--- config.mk ---
export PLATFORM = sky130hd
export DESIGN_NAME = mult32_seq
export DESIGN_NICKNAME = d
export VERILOG_FILES = /design/src/rtl/mult32_seq.sv
export SDC_FILE = /design/constraint.sdc
export NUM_CORES = 1
export LEC_CHECK = 0
export BUFFER_PORTS_ARGS = -buffer_cell sky130_fd_sc_hd__buf_2
export CAP_MARGIN = 20
export CORE_MARGIN = 8
export CORE_UTILIZATION = 32
export CTS_CLUSTER_DIAMETER = 200
export CTS_CLUSTER_SIZE = 25
export DETAILED_ROUTE_END_ITERATION = 8
export HOLD_SLACK_MARGIN = 0.06
export PLACE_DENSITY_LB_ADDON = 0.1
export SYNTH_ARGS = -nofsm -noshare
export SYNTH_HDL_FRONTEND = slang
export SYNTH_SLANG_ARGS = --single-unit
--- constraint.sdc ---
create_clock -name clk -period 4.9 [get_ports clk]
set_clock_uncertainty 0.2 [all_clocks]
set_input_delay 0.245 -clock clk [delete_from_list [all_inputs] [get_ports clk]]
set_output_delay 0.245 -clock clk [all_outputs]
set_load 0.01 [all_outputs]
--- src/rtl/mult32_seq.sv ---
// Sequential 32x32 shift-and-add multiplier for mult/multu.
// One partial product per clock; the result lands in the registered HI/LO pair.
module mult32_seq (
   input  logic        clk,
   input  logic        rst_n,
   input  logic        start,
   input  logic        is_signed,
   input  logic [31:0] a,
   input  logic [31:0] b,
   output logic        busy,
   output logic        done,
   output logic [31:0] hi,
   output logic [31:0] lo
);

   localparam logic [1:0] ST_IDLE = 2'd0;
   localparam logic [1:0] ST_RUN  = 2'd1;
   localparam logic [1:0] ST_DONE = 2'd2;

   logic [1:0]  state;
   logic        sign;
   logic [31:0] m;
   logic [64:0] p;
   logic [4:0]  cnt;

   logic [31:0] mag_a;
   logic [31:0] mag_b;
   logic [32:0] sum;
   logic [63:0] result;

   // 0x80000000 negates to itself, which is exactly 2^31 read as unsigned.
   always_comb begin
      mag_a  = (is_signed & a[31]) ? -a : a;
      mag_b  = (is_signed & b[31]) ? -b : b;
      sum    = p[64:32] + (p[0] ? {1'b0, m} : 33'd0);
      result = sign ? -p[63:0] : p[63:0];
   end

   assign busy = (state == ST_RUN) || (state == ST_DONE);

   always_ff @(posedge clk or negedge rst_n) begin
      if (!rst_n) begin
         state <= ST_IDLE;
         sign  <= 1'b0;
         m     <= '0;
         p     <= '0;
         cnt   <= '0;
         done  <= 1'b0;
         hi    <= '0;
         lo    <= '0;
      end else begin
         // NOTE: non-blocking everywhere here, so every branch reads pre-edge
         // state; the default below makes done a single-cycle pulse.
         done <= 1'b0;
         case (state)
            ST_IDLE: begin
               if (start) begin
                  sign  <= is_signed & (a[31] ^ b[31]);
                  m     <= mag_a;
                  p     <= {33'b0, mag_b};
                  cnt   <= '0;
                  state <= ST_RUN;
               end
            end
            ST_RUN: begin
               p   <= {1'b0, sum, p[31:1]};
               cnt <= cnt + 5'd1;
               if (cnt == 5'd31) state <= ST_DONE;
            end
            ST_DONE: begin
               {hi, lo} <= result;
               done     <= 1'b1;
               state    <= ST_IDLE;
            end
            default: state <= ST_IDLE;
         endcase
      end
   end

endmodule
==> results_dict.tcl <==
set metrics [dict create \
    overflow 0 \
    timing.final.crit_period_ns 3.77 \
    cts_setup_buffers 0 \
    numCtsBuffers 17 \
    viasPerCell 5.14 \
    clk_path_buf_depth 2 \
    critPathBufInv 1 \
    setup_slack_ns 1.13 \
    p_total_mw 6.43 \
    wl_mm 33.8 \
    slew_viol_final 0 \
    cts_root_buf "clkbuf_16" \
    clk_latency_ns 0.44 \
    power_density_nw_per_um2 488 \
    port_buffers 133 \
    hold_viol_final 0 \
    synth-edff-count 0 \
    setup_tns_ns 0 \
    postLayoutCellArea_sq_um 13200 \
    die_h_um 201 \
    ys_types 62 \
    r2r-start "p[0]" \
    cp.required_ns 5.01 \
    num_io_pins 134 \
    nets 1545 \
    drive_gt1_frac 0.139 \
    layout_commonest_cell "dfrtp_1" \
    drtPass1Iterations 5 \
    synthMuxAreaShare 0.0117 \
    grt_usage 0.164 \
    r2r_end "p[57]" \
    antenna_cells 0 \
    yosysSeqAreaShare 0.387 \
    synth_ff_type "dfrtp_1" \
    fillers 3461 \
    hold_path.class "in -> async" \
    grt_max_degree 133 \
    path_class "reg -> reg" \
    setup_viol 0 \
    drtIter0Drc 661 \
    synth_compound_gate_area_share 0.221 \
    cts_resized 0 \
    core.rowCount 67 \
    syn2layout_area_growth_pct 20.5 \
    cp_num_cells 10 \
    dieArea_sq_um 40400 \
    synth_top_family_by_area "compound AO/OA/AOI/OAI gates" \
    wl_per_cell_um 17.8 \
    clkTransAtPathRegs_ns 0.07 \
    layout_common_cells "dfrtp_1 (168), a21oi_1 (140), nand2_1 (134), o21ai_0 (134), buf_2 (132)" \
    synth_seq_cells 169 \
    reg2regPathDepth 10 \
    syn-instance-count 1284 \
    cts_sinks 169 \
    yosys.area_share.simple 0.187 \
    relSlewSlack 0.418 \
    gp_congestion 0.863 \
    hpwl_mm 25.0 \
    path_delay_family "compound AO/OA/AOI/OAI gates" \
    worst_pin_slew_ns 0.865 \
    dp_slack_ns 1.07 \
    yosys_warnings 0 \
    crit_chain "buf_4 -> and2_1 -> ha_1 -> o211ai_1 -> a21o_1 -> a31o_2 -> a2111oi_0 -> nor3b_1 -> o2111a_1 -> a221o_1" \
    core_sq_um 33600 \
    avgSynthCellArea_sq_um 8.52 \
    max_stage_delay_ns 0.71 \
    critPathLaunchType "flop" \
    syn_area_sq_um 10900 \
    grt_pass1_wl_mm 54.1 \
    htreeDepth 4 \
    critical_path_arrival_ns 3.88 \
    critPathCapture "p[57]" \
    start_util 0.325 \
    end_kind "flop" \
    drc_errors 0 \
    layout_worst_path_cycle_share 0.768 \
    synthArstFlopShare 1.00 \
    grt_antenna_before_repair 0 \
    maxCapViolations 0 \
    vias 9759 \
    fin_util 0.392 \
    reg2reg_slack_ns 1.13 \
    peakVddDrop_uv 279 \
    die-width_um 201 \
    grt_pass1_vias 9468 \
    status "finished clean" \
    place_area_sq_um 12000 \
    worstPathMaxFanout 31 \
    rsz0062_at_grt "false" \
    ctsHoldBuffers 57 \
    fmax_ghz 0.266 \
    synthesis.nets 1393 \
    slowest_stage "a2111oi_0" \
    cts_tree "yes" \
    power_leakage_nw 5.90 \
    antenna_left 0 \
    worstSetupStartpoint "p[0]" \
    synth_xor_xnor_area_share 0.114 \
    synth_adder_area_share 0.0476 \
]
[worst min-delay path by stage]
stage / endpoint / slack, ns / from / depth (start not counted)
CTS: m[13] / 0.07 / rst_n / 2
finish: m[13] / 0.08 / rst_n / 2
global placement: m[13] / -0.02 / rst_n / 1
global route: m[13] / 0.08 / rst_n / 2
detailed placement: m[13] / -0.02 / rst_n / 1
floorplan: cnt[0] / -0.25 / rst_n / 0
[metrics by stage]
| stage | std cells | hold WS [ns] |
|---|---|---|
| 2_1_floorplan | 1284 | -0.251 |
| 6_report | 1897 | 0.0780 |
| 5_1_grt | 1897 | 0.0834 |
| 3_3_place_gp | 1808 | -0.0209 |
| 3_5_place_dp | 1808 | -0.0227 |
| 4_1_cts | 1897 | 0.0677 |
[where the power goes]
part / internal, mW / leakage, nW / switching (mW)
Sequential: 1.76 / 2.22 / 0.515
Combinational: 1.06 / 3.40 / 1.70
Clock: 0.776 / 0.277 / 0.618
[flip-flops by register name, summed over array words and instances, names as in the netlist]
name   flops
sign       1
m         32
p         64
cnt        5
done       1
lo        32
hi        32
state      2
[cell families after synthesis]
family          after synthesis
compound gates              406
xor+xnor                    142
fa+ha+maj                    41
buf+inv                      90
flops                       169
mux                          12
simple gates                424
[per-layer routing]
layer | up-vias | GRT usage | share of wire
met5 | - | 0 | 0
met3 | 21 | 0.0286 | 0.043
met1 | 4601 | 0.259 | 0.55
met4 | 0 | 0.0423 | 0.011
li1 | 4899 | - | -
met2 | 238 | 0.221 | 0.40
[area by class of cell]
cell class                 instances  area (sq um)  area share
clock inverter                    11           138      0.0104
timing repair buffer             200          1330       0.101
multi-input combinational       1025          6380       0.484
tap                              448           561      0.0425
clock buffer                      21           450      0.0342
inverter                          23          86.3     0.00655
sequential                       169          4230       0.321
[Yosys cell counts (all sizes together), types with 28 or more instances]
library cell / n / area, sq um
and2: 38 / 238
nand2: 135 / 507
or3: 28 / 175
ha: 40 / 500
xnor2: 37 / 324
nor2: 121 / 454
dfrtp: 169 / 4230
o31ai: 36 / 275
xor2: 105 / 920
o21ai: 140 / 712
a21oi: 140 / 701
clkbuf: 62 / 233
Note: power is estimated with default switching activity, not from simulation.
